[src/rtl/itlb_ptw.sv]
// rtl/itlb_ptw.sv - Sv32 page-table walker serving ITLB misses
module itlb_ptw #(
  parameter int VADDR_WD = 32,
  parameter int PADDR_WD = 34,
  parameter int ASID_WD  = 9
) (
  input  logic                clk_i,
  input  logic                rstn_i,
  input  logic                flush_i,
  input  logic [21:0]         satp_ppn_i,
  input  logic [ASID_WD-1:0]  satp_asid_i,
  input  logic                miss_valid_i,
  output logic                miss_ready_o,
  input  logic [VADDR_WD-1:0] miss_vaddr_i,
  output logic                mem_req_valid_o,
  input  logic                mem_req_ready_i,
  output logic [PADDR_WD-1:0] mem_req_addr_o,
  input  logic                mem_rsp_valid_i,
  input  logic [31:0]         mem_rsp_data_i,
  input  logic                mem_rsp_err_i,
  output logic                refill_valid_o,
  output logic [19:0]         refill_vpn_o,
  output logic [21:0]         refill_ppn_o,
  output logic                refill_super_o,
  output logic [7:0]          refill_flags_o,
  output logic [ASID_WD-1:0]  refill_asid_o,
  output logic                page_fault_o,
  output logic                access_except_o
);

  typedef enum logic [2:0] {
    IDLE    = 3'd0,
    L1_REQ  = 3'd1,
    L1_WAIT = 3'd2,
    L0_REQ  = 3'd3,
    L0_WAIT = 3'd4,
    RESP    = 3'd5,
    DRAIN   = 3'd6
  } state_t;

  typedef enum logic [1:0] {
    EV_NEXT   = 2'd0,
    EV_REFILL = 2'd1,
    EV_FAULT  = 2'd2,
    EV_ACCESS = 2'd3
  } ev_t;

  state_t              state_q;
  logic [19:0]         vpn_q;
  logic [ASID_WD-1:0]  asid_q;
  logic [21:0]         pte_ppn_q;
  logic [7:0]          pte_flags_q;
  logic                super_q;
  logic [PADDR_WD-1:0] addr_q;
  logic                req_q;
  logic                ready_q;
  logic                refill_q;
  logic                fault_q;
  logic                access_q;
  ev_t                 ev;

  logic pte_v, pte_r, pte_w, pte_x, pte_a;
  logic unused_bits;

  assign pte_v = mem_rsp_data_i[0];
  assign pte_r = mem_rsp_data_i[1];
  assign pte_w = mem_rsp_data_i[2];
  assign pte_x = mem_rsp_data_i[3];
  assign pte_a = mem_rsp_data_i[6];

  // Page offset and the RSW field never influence the walk
  assign unused_bits = ^{miss_vaddr_i[11:0], mem_rsp_data_i[9:8]};

  // Classify the arriving PTE for the level currently being walked
  always_comb begin
    ev = EV_FAULT;
    if (mem_rsp_err_i) begin
      ev = EV_ACCESS;
    end else if (!pte_v || (!pte_r && pte_w)) begin
      ev = EV_FAULT;
    end else if (pte_r || pte_x) begin
      // A megapage must have ppn0 clear; fetch needs X and an already-set A bit
      if ((state_q == L1_WAIT) && (mem_rsp_data_i[19:10] != 10'd0)) begin
        ev = EV_FAULT;
      end else if (!pte_x || !pte_a) begin
        ev = EV_FAULT;
      end else begin
        ev = EV_REFILL;
      end
    end else if (state_q == L1_WAIT) begin
      ev = EV_NEXT;
    end else begin
      ev = EV_FAULT;
    end
  end

  // Walk sequencing, request/response handshakes and registered result pulses
  always_ff @(posedge clk_i or negedge rstn_i) begin
    if (!rstn_i) begin
      state_q     <= IDLE;
      vpn_q       <= '0;
      asid_q      <= '0;
      pte_ppn_q   <= '0;
      pte_flags_q <= '0;
      super_q     <= 1'b0;
      addr_q      <= '0;
      req_q       <= 1'b0;
      ready_q     <= 1'b1;
      refill_q    <= 1'b0;
      fault_q     <= 1'b0;
      access_q    <= 1'b0;
    end else begin
      refill_q <= 1'b0;
      fault_q  <= 1'b0;
      access_q <= 1'b0;
      case (state_q)
        IDLE: begin
          if (miss_valid_i && !flush_i) begin
            vpn_q   <= miss_vaddr_i[31:12];
            asid_q  <= satp_asid_i;
            addr_q  <= {satp_ppn_i, miss_vaddr_i[31:22], 2'b00};
            req_q   <= 1'b1;
            ready_q <= 1'b0;
            state_q <= L1_REQ;
          end
        end
        L1_REQ, L0_REQ: begin
          if (flush_i) begin
            req_q   <= 1'b0;
            ready_q <= 1'b1;
            state_q <= IDLE;
          end else if (mem_req_ready_i) begin
            req_q   <= 1'b0;
            state_q <= (state_q == L1_REQ) ? L1_WAIT : L0_WAIT;
          end
        end
        L1_WAIT, L0_WAIT: begin
          if (flush_i) begin
            // A response arriving with the flush is consumed here; otherwise drain it
            if (mem_rsp_valid_i) begin
              ready_q <= 1'b1;
              state_q <= IDLE;
            end else begin
              state_q <= DRAIN;
            end
          end else if (mem_rsp_valid_i) begin
            pte_ppn_q   <= mem_rsp_data_i[31:10];
            pte_flags_q <= mem_rsp_data_i[7:0];
            super_q     <= (state_q == L1_WAIT);
            case (ev)
              EV_NEXT: begin
                addr_q  <= {mem_rsp_data_i[31:10], vpn_q[9:0], 2'b00};
                req_q   <= 1'b1;
                state_q <= L0_REQ;
              end
              EV_REFILL: begin
                refill_q <= 1'b1;
                state_q  <= RESP;
              end
              EV_FAULT: begin
                fault_q <= 1'b1;
                state_q <= RESP;
              end
              default: begin
                access_q <= 1'b1;
                state_q  <= RESP;
              end
            endcase
          end
        end
        RESP: begin
          ready_q <= 1'b1;
          state_q <= IDLE;
        end
        DRAIN: begin
          if (mem_rsp_valid_i) begin
            ready_q <= 1'b1;
            state_q <= IDLE;
          end
        end
        default: begin
          req_q   <= 1'b0;
          ready_q <= 1'b1;
          state_q <= IDLE;
        end
      endcase
    end
  end

  // A flush in the request or result cycle must leave nothing visible on the ports
  assign miss_ready_o    = ready_q;
  assign mem_req_valid_o = req_q & ~flush_i;
  assign mem_req_addr_o  = addr_q;
  assign refill_valid_o  = refill_q & ~flush_i;
  assign page_fault_o    = fault_q & ~flush_i;
  assign access_except_o = access_q & ~flush_i;

  // Megapage PPN takes its low half from the walked vaddr
  assign refill_vpn_o   = vpn_q;
  assign refill_ppn_o   = super_q ? {pte_ppn_q[21:10], vpn_q[9:0]} : pte_ppn_q;
  assign refill_super_o = super_q;
  assign refill_flags_o = pte_flags_q;
  assign refill_asid_o  = asid_q;

endmodule

[config.mk]
export PLATFORM = sky130hd
export DESIGN_NAME = itlb_ptw
export DESIGN_NICKNAME = d
export VERILOG_FILES = /design/src/rtl/itlb_ptw.sv
export SDC_FILE = /design/constraint.sdc
export NUM_CORES = 1
export LEC_CHECK = 0
export ABC_CLOCK_PERIOD_IN_PS = 4500
export BUFFER_PORTS_ARGS = -buffer_cell sky130_fd_sc_hd__buf_2
export CAP_MARGIN = 10
export CORE_UTILIZATION = 45
export DETAILED_ROUTE_END_ITERATION = 10
export GPL_TIMING_DRIVEN = 0
export PLACE_DENSITY = 0.81
export SKIP_CTS_REPAIR_TIMING = 1
export SLEW_MARGIN = 20
export SYNTH_ARGS = -nofsm -noshare
export SYNTH_HDL_FRONTEND = slang
export SYNTH_SLANG_ARGS = --single-unit
export TNS_END_PERCENT = 50
[constraint.sdc]
create_clock -name clk_i -period 4.5 [get_ports clk_i]
set_input_delay 0.225 -clock clk_i [delete_from_list [all_inputs] [get_ports clk_i]]
set_output_delay 0.225 -clock clk_i [all_outputs]
set_load 0.02 [all_outputs]
==> Word-level counts from Yosys, hierarchy flattened <==
Index checks and enable logic that the tools add are counted.
{ "classes": {"addsub": 0, "multipliers": 0, "div_mod_pow": 0, "magnitude_cmp": 0, "n_eq_ne": 17, "n_shift": 0, "mux": 46, "n_bitwise": 6, "n_reduce_logical": 25} }
{ "ops": {"columns": ["cell", "count"], "rows": [
  ["$mux W34", 4],
  ["$pmux W34 S2", 1],
  ["$mux W3", 9],
  ["$mux W1", 22],
  ["$ne A2 B2 Y1 const B", 7],
  ["$mux W2", 6],
  ["$pmux W3 S4", 1],
  ["$mux W10", 1],
  ["$reduce_bool A10 Y1", 1],
  ["$eq A3 B3 Y1 const B", 3],
  ["$pmux W1 S4", 2],
  ["$eq A3 B2 Y1 const B", 2],
  ["$ne A3 B3 Y1 const B", 2],
  ["$reduce_and A3 Y1", 2],
  ["$reduce_and A6 Y1", 1],
  ["$reduce_or A2 Y1", 3],
  ["$logic_not A1 Y1", 5],
  ["$reduce_and A5 Y1", 1],
  ["$and A1 B1 Y1", 4],
  ["$reduce_and A4 Y1", 1],
  ["$eq A3 B1 Y1 const B", 1],
  ["$logic_and A1 B1 Y1", 3],
  ["$logic_not A3 Y1", 1],
  ["$logic_or A1 B1 Y1", 3],
  ["7 further kinds", 8]
]} }
{ "word_totals": {"register_bits": 102, "latch_bits": 0, "ramBits": 0, "mem_bits_ro": 0, "inputBits": 102, "output_inout_bits": 99, "word_cells": 106, "memories": 0} }

==> Logic depth before layout (Yosys ltp) <==
Gate-level depths: netlist of the first run.
{ "depth": {"depth_word": 13, "ltp_mapped": 8} }

==> Worst setup path before layout of the first run <==
No wires, ideal clock.
{ "synth_timing": {"kind": "register -> register", "start": "register state_q[0]", "end": "register addr_q[14], in the netlist mem_req_addr_o[14]", "arrival_ns": 1.609, "path_slack_ns": 2.764, "stages_incl_launch_ff": 8, "period_less_slack_ns": 1.736, "path_cell_list": "dfrtp_1 -> clkbuf_1 -> nor3_1 -> a2bb2o_4 -> buf_2 -> buf_2 -> nand2_1 -> o21ai_0"} }
{ "synth_via": {"elab_chain_cells": 9} }
{ "synth_lines": {"columns": ["element", "line_no", "text"], "rows": [
  ["start, declared", "48", "state_t state_q;"],
  ["start signal, assigned", "134", "state_q <= (state_q == L1_REQ) ? L1_WAIT : L0_WAIT;"],
  ["$eq A3 B2 Y1", "83, 90, 116", null],
  ["$logic_and A1 B1 Y1", "83", "if ((state_q == L1_WAIT) && (mem_rsp_data_i[19:10] != 10'd0)) begin"],
  ["$mux W2", "83", null],
  ["$mux W2", "81", "end else if (pte_r || pte_x) begin"],
  ["$mux W2", "79", "end else if (!pte_v || (!pte_r && pte_w)) begin"],
  ["$mux W2", "77", "if (mem_rsp_err_i) begin"],
  ["$logic_not A2 Y1", "150", "case (ev)"],
  ["$ne A2 B2 Y1 (no line)", null, null],
  ["$reduce_and A5 Y1 (no line)", null, null],
  ["end signal, assigned", "121", "addr_q <= {satp_ppn_i, miss_vaddr_i[31:22], 2'b00};"],
  ["end signal, assigned", "152", "addr_q <= {mem_rsp_data_i[31:10], vpn_q[9:0], 2'b00};"],
  ["end, declared", "54", "logic [PADDR_WD-1:0] addr_q;"]
]} }
Several ways; a longest one is shown, not always the timed one.
A chain may end at the register's enable or synchronous reset.

==> Worst setup path in the final report of the first run <==
{ "layout_timing": {"start": "register state_q[2]", "end": "register addr_q[11], in the netlist mem_req_addr_o[11]"} }
Same word-level chain as after synthesis.

==> results of run 1 <==
cell usage after synthesis, types with 2 or more instances:
library cell | n | share of area (%)
sky130_fd_sc_hd__nand2_1 | 133 | 11
sky130_fd_sc_hd__buf_4 | 15 | 2.5
sky130_fd_sc_hd__o221ai_1 | 2 | 0.38
sky130_fd_sc_hd__mux2_2 | 39 | 9.6
sky130_fd_sc_hd__o211ai_1 | 2 | 0.33
sky130_fd_sc_hd__o21ai_1 | 30 | 3.3
sky130_fd_sc_hd__nor3_1 | 2 | 0.22
sky130_fd_sc_hd__or4_1 | 2 | 0.33
sky130_fd_sc_hd__nor2b_1 | 6 | 0.82
sky130_fd_sc_hd__a21oi_1 | 2 | 0.22
sky130_fd_sc_hd__nand3_1 | 2 | 0.22
sky130_fd_sc_hd__dfrtp_1 | 99 | 54
sky130_fd_sc_hd__nor3b_2 | 2 | 0.55
sky130_fd_sc_hd__clkbuf_1 | 10 | 0.82
sky130_fd_sc_hd__nand2b_1 | 3 | 0.41
sky130_fd_sc_hd__nor2_1 | 9 | 0.74
sky130_fd_sc_hd__buf_2 | 14 | 1.5
sky130_fd_sc_hd__and2_1 | 2 | 0.27
sky130_fd_sc_hd__a22o_1 | 2 | 0.38
sky130_fd_sc_hd__mux2i_1 | 34 | 7.5
sky130_fd_sc_hd__o21ai_0 | 6 | 0.66
power breakdown:
| group | internal, uW | switching (uW) | total, uW |
|---|---|---|---|
| Combinational | 919 | 1370 | 2290 |
| Sequential | 1310 | 238 | 1550 |
| Clock | 275 | 302 | 577 |
| Total | 2510 | 1910 | 4410 |
final cells by class:
cell class              instances  area [um2]
multi-input cells             296        1832
plain buffers                  39       220.2
fillers                       840        3882
clock buffers                  11       141.4
flip-flops and latches        100        2504
well taps                     133       166.4
inverters                       1       3.754
repair buffers                186       964.7
clock inverters                 5       60.06
per-stage QoR:
| stage | hold slack, ps | total power [uW] | instances | cell area [um2] | util [%] |
|---|---|---|---|---|---|
| after floorplan | -70.59 | 3106 | 436 | 4559 | - |
| after global placement | 413.2 | 3780 | 753 | 5647 | 57.77 |
| after detailed placement | 79.84 | 3880 | 754 | 5680 | 58.12 |
| after CTS | -314.7 | 4462 | 770 | 5882 | 60.18 |
| after global routing | 49.14 | 4733 | 771 | 5892 | 60.28 |
| final | 57.06 | 4413 | 771 | 5892 | 60.28 |
per-layer routing:
| metal | GRT usage (%) | vias to the layer above | share of wire [%] |
|---|---|---|---|
| met5 | 0 | - | 0 |
| met4 | 6.813 | 0 | 1.2 |
| met3 | 3.661 | 14 | 5.4 |
| met2 | 39.85 | 133 | 50 |
| met1 | 29.24 | 1839 | 43 |
| li1 | - | 1841 | - |
state kept, by name (all words and copies together) (netlist names):
name,cells
refill_asid_o,9
miss_ready_o,1
refill_flags_o,8
refill_q,1
refill_vpn_o,20
req_q,1
access_q,1
refill_super_o,1
state_q,3
mem_req_addr_o,32
pte_ppn_q,22
fault_q,1
cells in the final DEF (no fill, tap or decap), types with 9 or more instances in the layout:
cell,count
sky130_fd_sc_hd__buf_4,15
sky130_fd_sc_hd__nand2_1,133
sky130_fd_sc_hd__clkbuf_8,10
sky130_fd_sc_hd__clkbuf_1,11
sky130_fd_sc_hd__nor2_1,9
sky130_fd_sc_hd__dfrtp_1,99
sky130_fd_sc_hd__buf_2,197
sky130_fd_sc_hd__mux2_2,39
sky130_fd_sc_hd__o21ai_1,30
sky130_fd_sc_hd__mux2i_1,34
final timing paths:
path	start	to	cells after the start
max	state_q[2]$_DFFE_PN0P_	mem_req_addr_o[11]$_DFFE_PN0P_	8
min	mem_rsp_err_i	fault_q$_DFF_PN0_	2
max reg2reg	state_q[2]$_DFFE_PN0P_	mem_req_addr_o[11]$_DFFE_PN0P_	8
min reg2reg	pte_ppn_q[1]$_DFFE_PN0P_	pte_ppn_q[1]$_DFFE_PN0P_	2
max in group asynchronous	rstn_i	refill_flags_o[4]$_DFFE_PN0P_	3
min in group asynchronous	rstn_i	mem_req_addr_o[12]$_DFFE_PN0P_	2
logic make-up after synthesis:
kind of cell | count (synthesis)
other cells | 1
flops | 100
xor+xnor | 1
simple gates | 166
compound gates | 54
mux | 73
buf+inv | 40
==> metrics.sh, run 1 <==
STATUS='finished, final reports clean'
VIA_COUNT_OF_THE_FIRST_GLOBAL_ROUTING_PASS=3803
TIMING_WORST_SETUP_PATH_TYPE='reg2reg'
CTS_TREE='yes'
MAX-CLOCK-PATH-BUFFERS=2
WORSTHOLDPATHTYPE='in2reg'
WORST_SKEW_PAIR_LATER_PIN_LATENCY_PS=360
ANTENNA_CELLS=0
SYNTH_EDF_COUNT=0
DETAIL_ROUTE.WIRELENGTH_MM=11.78
DP_SLACK_PS=2436
SETUP.WORST_PATH.END_CLASS='register'
GRT_REMAINING_OVERFLOW=0
WIRE_PER_INST_UM=15.28
STARTPOINT_TYPE='register'
CHIPHEIGHT_UM=102.6
MAXSLEWVIOLCOUNT=0
DRTITER0DRC=95
PLACE.GP.CONGESTION=0.9149
DETAIL_ROUTE.DRC_VIOLATIONS=0
GRT_ANTENNA_BEFORE_REPAIR=0
DIE_AREA_MM2=0.01053
VDD_IR_DROP_MAX_mV=0.2947
DATA_ARRIVAL_TIME_OF_THE_CRITICAL_PATH_PS=2290
CORE-AREA_MM2=0.009774
NUM_ROWS=36
WORST-PATH-MAX-FANOUT=10
TIMING.CRITICAL_PATH.MAX_DELAY_FAMILY='simple AND/OR/NAND/NOR gates'
FINAL_MIN_PERIOD_OVER_CLOCK_PERIOD_PCT=45.69
CLOCK-SINKS=100
SYNTH-ADDER-AREA-SHARE_PCT=0
POWER_PER_CELL_AREA_mW_PER_MM2=749.0
WORSTPATHBUFFERINVERTERCOUNT=3
SYNTH_XOR_AREA_SHARE_PCT=0.1923
TIMING.CLOCK.SKEW_PS=13.13
SYNTH_TOP_FAMILY_BY_AREA='multiplexers'
CRITICAL_PATH.MOST_COMMON_CELL='sky130_fd_sc_hd__buf_2'
ANTENNA_LEFT=0
PATH_CLK_SLEW_PS=90
SETUP_REPAIR_AFTER_GLOBAL_ROUTING_MISSED_ITS_MARGIN='false'
CRIT_PATH_TOP_DELAY_CELL='sky130_fd_sc_hd__dfrtp_1'
IO_PINS=201
SYNTH-MAIN-FF-CELL='sky130_fd_sc_hd__dfrtp_1'
CTS_MAX_LEVEL=3
SEQUENTIAL_TO_TOTAL_AREA_SHARE_FROM_YOSYS_STAT_PCT=54.96
FINAL.SETUP.TNS_PS=0
SYNTH_AREA_MM2=0.004556
MAXIMUM_NUMBER_OF_PINS_ON_ONE_NET_BEFORE_GLOBAL_ROUTE_REPAIR=83
TIMING.CRITICAL_PATH.CELLS='buf_4 > nor3b_2 > nand4_1 > a2bb2o_4 > buf_2 > buf_2 > nand2_1 > o21ai_1'
YOSYS.AREA_SHARE.SIMPLE_PCT=15.33
GLOBALROUTETOTALUTIL_PCT=22.83
ASYNCSETRESETFLOPFRACSYNTH_PCT=100.0
SYNTH.AREA.MUX_SHARE_PCT=17.11
PERIOD_NEEDED_PS=2056
WORST-SLEW-PIN-TRANSITION_PS=596.7
YS_SEQ_ELEMENTS=100
DIE_SPAN_X_UM=102.6
SLEW_HEADROOM_PCT=60.22
CRITICAL-PATH-MAX-STAGE-DELAY_PS=370
NETLIST_INSTANCES=435
PORT-BUFFER-COUNT=184
MAX_CAP_VIOLATIONS=0
LEAKAGEPOWER_uW=0.003045
SYNTHESIZED_AREA_DIVIDED_BY_SYNTHESIZED_CELL_COUNT_UM2=10.47
FIN_NETS=735
NUMCTSBUFFERS=9
FIRST_PASS_ITERS=4
SETUP_SLACK_PS=2444
YOSYSWARNINGS=0
YOSYSUNIQUECELLTYPES=40
SYN2LAYOUT_AREA_GROWTH_PCT=29.33
REG2REG_SLACK_PS=2440
MAX_FREQ_GHz=0.4863
FINAL_HOLD_VIOL_COUNT=0
VIA_COUNT=3827
COMPOUND_CELL_AREA_SHARE_OF_THE_YOSYS_NETLIST_PCT=7.416
FINAL-SETUP-VIOL-COUNT=0
GRT_FIRST_PASS_WIRELENGTH_MM=18.18
ROUTE.DETAILED.VIAS_PER_INST=4.964
HPWLAFTERDP_MM=9.091
DRIVE_GT1_SHARE_PCT=42.79
INITIAL_UTILIZATION_PCT=46.61
CLOCKROOTBUFFER='sky130_fd_sc_hd__clkbuf_8'
WORSTPATHREQUIRED_PS=4740
Power figures use the tool's default switching activity.
==> run 2: changes to the inputs <==
- ABC_AREA: not set -> 1
- ABC_CLOCK_PERIOD_IN_PS: 4500 -> 1900
- PLACE_DENSITY: 0.81 -> 0.8
- clock period: 4.5 -> 1.9 ns (I/O delays scaled with it)
==> run 2 against run 1 <==
  * The flow now finishes with violations (hold timing)
  * Clock skew decreased by 6.1 ps
  * Hold slack got worse by 76 ps
  * Total power grew to 2.8 times the previous value
  * Global-route usage grew 2.5 points
  * Combinational power rose to 3.0 times the previous value
  * Critical path depth shrank 1
  * Critical path type unchanged
  * Final area increased by 8.3%
  * Count of clock-buffer cells in the layout is 2 higher
  * Largest cell class unchanged
  * Via count up 19%
  * Synthesized area grew 2.3%
  * Wire length is 16% higher
  * Critical endpoint is now pte_ppn_q[9]$_DFFE_PN0P_
==> metrics.sh, run 2 <==
ASYNCSETRESETFLOPFRACSYNTH_PCT=100.0
FIN_WORST_HOLD_SLACK_PS=-18.87
MAX-CLOCK-PATH-BUFFERS=2
STATUS='finished, violations left'
FINAL_HOLD_VIOL_COUNT=4
MOST-COMMON-LAYOUT-CELLS='sky130_fd_sc_hd__nand2_1, sky130_fd_sc_hd__buf_2, sky130_fd_sc_hd__dfrtp_1, sky130_fd_sc_hd__o21ai_0'
CLOCK-SINKS=100
POST_DP_CELL_AREA_MM2=0.005779
MAXIMUM_NUMBER_OF_PINS_ON_ONE_NET_BEFORE_GLOBAL_ROUTE_REPAIR=52
CTS_TREE='yes'
ROUTE.DETAILED.VIAS_PER_INST=4.924
LARGEST_REG_FLOPS=32
CHIPHEIGHT_UM=103.8
ANTENNA_CELLS=0
FINALINSTANCEAREA_MM2=0.006379
SEQUENTIAL_TO_TOTAL_AREA_SHARE_FROM_YOSYS_STAT_PCT=53.73
FINAL_MIN_PERIOD_OVER_CLOCK_PERIOD_PCT=95.36
NETLIST_INSTANCES=555
DIE_SPAN_X_UM=103.8
GRT_ANTENNA_BEFORE_REPAIR=0
LEAKAGEPOWER_uW=0.003545
INITIAL_UTILIZATION_PCT=47.02
YOSYSWARNINGS=0
SYNTHTOPCELLSBYCOUNT='sky130_fd_sc_hd__nand2_1, sky130_fd_sc_hd__dfrtp_1, sky130_fd_sc_hd__o21ai_0'
SYNTH_AREA_MM2=0.004659
DRIVE_GT1_SHARE_PCT=34.47
PERIOD_NEEDED_PS=1812
SYNTHMOSTINSTANTIATEDCELL='sky130_fd_sc_hd__nand2_1'
PLACE.GP.CONGESTION=0.9140
CORE-AREA_MM2=0.009910
VIOLATIONS_IN_THE_FINAL_REPORTS='hold timing'
DETAIL_ROUTE.WIRELENGTH_MM=13.61
WORSTHOLDPATHTYPE='in2reg'
DIE_AREA_MM2=0.01077
WIRE_PER_INST_UM=14.71
GLOBALROUTETOTALUTIL_PCT=25.32
POWER_AFTER_LAYOUT_uW=12190
GRT_FIRST_PASS_WIRELENGTH_MM=21.58
PORT-BUFFER-COUNT=183
SETUP.WORST_PATH.END_CLASS='register'
SYNTH.AREA.TOP_CELLS='sky130_fd_sc_hd__dfrtp_1, sky130_fd_sc_hd__nand2_1, sky130_fd_sc_hd__o21ai_0, sky130_fd_sc_hd__mux2_2, sky130_fd_sc_hd__nand3_1'
SYNTH_EDF_COUNT=0
VDD_IR_DROP_MAX_mV=0.8703
WORST-PATH-MAX-FANOUT=10
SYNTHESIZED_AREA_DIVIDED_BY_SYNTHESIZED_CELL_COUNT_UM2=8.395
IO_PINS=201
VIA_COUNT_OF_THE_FIRST_GLOBAL_ROUTING_PASS=4383
TIMING.CLOCK.SKEW_PS=7.075
NETLIST.AREA_LEADER.SHARE_PCT=53.17
HPWLAFTERDP_MM=10.06
FINAL-SETUP-VIOL-COUNT=0
STARTPOINT_TYPE='register'
GRT_REMAINING_OVERFLOW=0
NUM_ROWS=36
TIMING_WORST_SETUP_PATH_TYPE='reg2reg'
SYNTH-MAIN-FF-CELL='sky130_fd_sc_hd__dfrtp_1'
SYN2LAYOUT_AREA_GROWTH_PCT=36.90
POWER_PER_CELL_AREA_mW_PER_MM2=1911
ANTENNA_LEFT=0
FIN_NETS=889
WORSTPATHREQUIRED_PS=2130
DATA_ARRIVAL_TIME_OF_THE_CRITICAL_PATH_PS=2040
DETAIL_ROUTE.DRC_VIOLATIONS=0
VIA_COUNT=4555
YOSYSUNIQUECELLTYPES=29
NUMCTSBUFFERS=9
CELL_TYPE_WITH_THE_LARGEST_TOTAL_AREA_AFTER_SYNTHESIS='sky130_fd_sc_hd__dfrtp_1'
MOST_FREQUENT_STANDARD_CELL_IN_THE_LAYOUT_EXCLUDING_FILL_AND_TAP_CELLS='sky130_fd_sc_hd__nand2_1'
CTS_MAX_LEVEL=3
MAX_FREQ_GHz=0.5519
MAX_CAP_VIOLATIONS=0
WORST_SKEW_PAIR_LATER_PIN_LATENCY_PS=360
DRTITER0DRC=234
FIRST_PASS_ITERS=5
PATH_CLK_SLEW_PS=90
CLOCKROOTBUFFER='sky130_fd_sc_hd__clkbuf_8'
YS_SEQ_ELEMENTS=100
MAXSLEWVIOLCOUNT=0
==> run 2: changes by cell type after synthesis, moves of 8 or more <==
cell,previous run,this run
sky130_fd_sc_hd__mux2i_1,34,0
sky130_fd_sc_hd__nor2_1,9,18
sky130_fd_sc_hd__nand3_1,2,37
sky130_fd_sc_hd__nand2_1,133,222
sky130_fd_sc_hd__buf_2,14,6
sky130_fd_sc_hd__inv_1,1,37
sky130_fd_sc_hd__o22ai_1,1,10
sky130_fd_sc_hd__o21ai_1,30,1
sky130_fd_sc_hd__mux2_2,39,19
sky130_fd_sc_hd__o21ai_0,6,48
==> run 2: per-stage QoR <==
stage / worst slack, ps / utilization (%) / setup TNS, ps / std cells / hold slack [ps]
2_1_floorplan: 321.8 / - / 0 / 556 / -200.6
3_3_place_gp: -271.7 / 57.98 / -26570 / 872 / 299.8
3_5_place_dp: -71.68 / 58.32 / -526.5 / 873 / 72.79
4_1_cts: -93.86 / 60.38 / -772.3 / 889 / -326.2
5_1_grt: -34.21 / 64.37 / -258.4 / 925 / 3.612
6_report: 88.23 / 64.37 / 0 / 925 / -18.87
==> run 2: report_power, final <==
part	switching, uW	leakage [uW]	internal (uW)	total, uW
Clock	733	0.0000959	683	1420
Sequential	620	0.00124	3180	3800
Combinational	4460	0.00221	2510	6970
Total	5820	0.00355	6370	12200
==> run 2: path summary, 6_finish.rpt <==
kind	startpoint	endpoint	slack (ps)	cells past startpoint
min in group asynchronous	rstn_i	refill_vpn_o[10]$_DFFE_PN0P_	240	2
max in group asynchronous	rstn_i	miss_ready_o$_DFFE_PN1P_	1000	3
worst max-delay path	state_q[0]$_DFFE_PN0P_	pte_ppn_q[9]$_DFFE_PN0P_	90	7
worst min-delay path	mem_rsp_data_i[3]	refill_flags_o[3]$_DFFE_PN0P_	-20	3
worst max register to register	state_q[0]$_DFFE_PN0P_	pte_ppn_q[9]$_DFFE_PN0P_	90	7
worst min register to register	mem_req_addr_o[7]$_DFFE_PN0P_	mem_req_addr_o[7]$_DFFE_PN0P_	470	2
==> run 2: worst max-delay path, cell delays in order, from the launching register on <==
cell,delay (ps)
sky130_fd_sc_hd__dfrtp_1,460
sky130_fd_sc_hd__nor2_2,210
sky130_fd_sc_hd__nand2_2,120
sky130_fd_sc_hd__nand2_8,120
sky130_fd_sc_hd__clkinv_8,90
sky130_fd_sc_hd__nor2_4,150
sky130_fd_sc_hd__clkbuf_1,390
sky130_fd_sc_hd__o22ai_1,130
==> run 2: final cells by class <==
| type | count | area [um2] |
|---|---|---|
| timing repair buffer | 220 | 1290 |
| tap | 133 | 166.4 |
| inverter | 41 | 166.4 |
| buffer | 41 | 255.2 |
| multi-input combinational | 374 | 1792 |
| sequential | 100 | 2505 |
| clock buffer | 13 | 158.9 |
| fill | 883 | 3531 |
| clock inverter | 3 | 45.04 |
==> run 2: logic make-up (layout without fill, tap and decap cells) <==
group | after synthesis | count (layout) | share of synthesized area, %
simple gates | 285 | 285 | 24.73
other cells | 1 | 2 | 0.08048
flops | 100 | 100 | 53.73
buf+inv | 82 | 318 | 8.727
mux | 19 | 19 | 4.592
compound gates | 68 | 68 | 8.136
==> run 2: routing by layer <==
metal	track usage, %	wire length, um	vias up
met4	10.10	322	0
met3	3.650	694	26
met5	0	0	-
li1	-	-	2210
met1	32.10	5855	2145
met2	43.67	6736	174
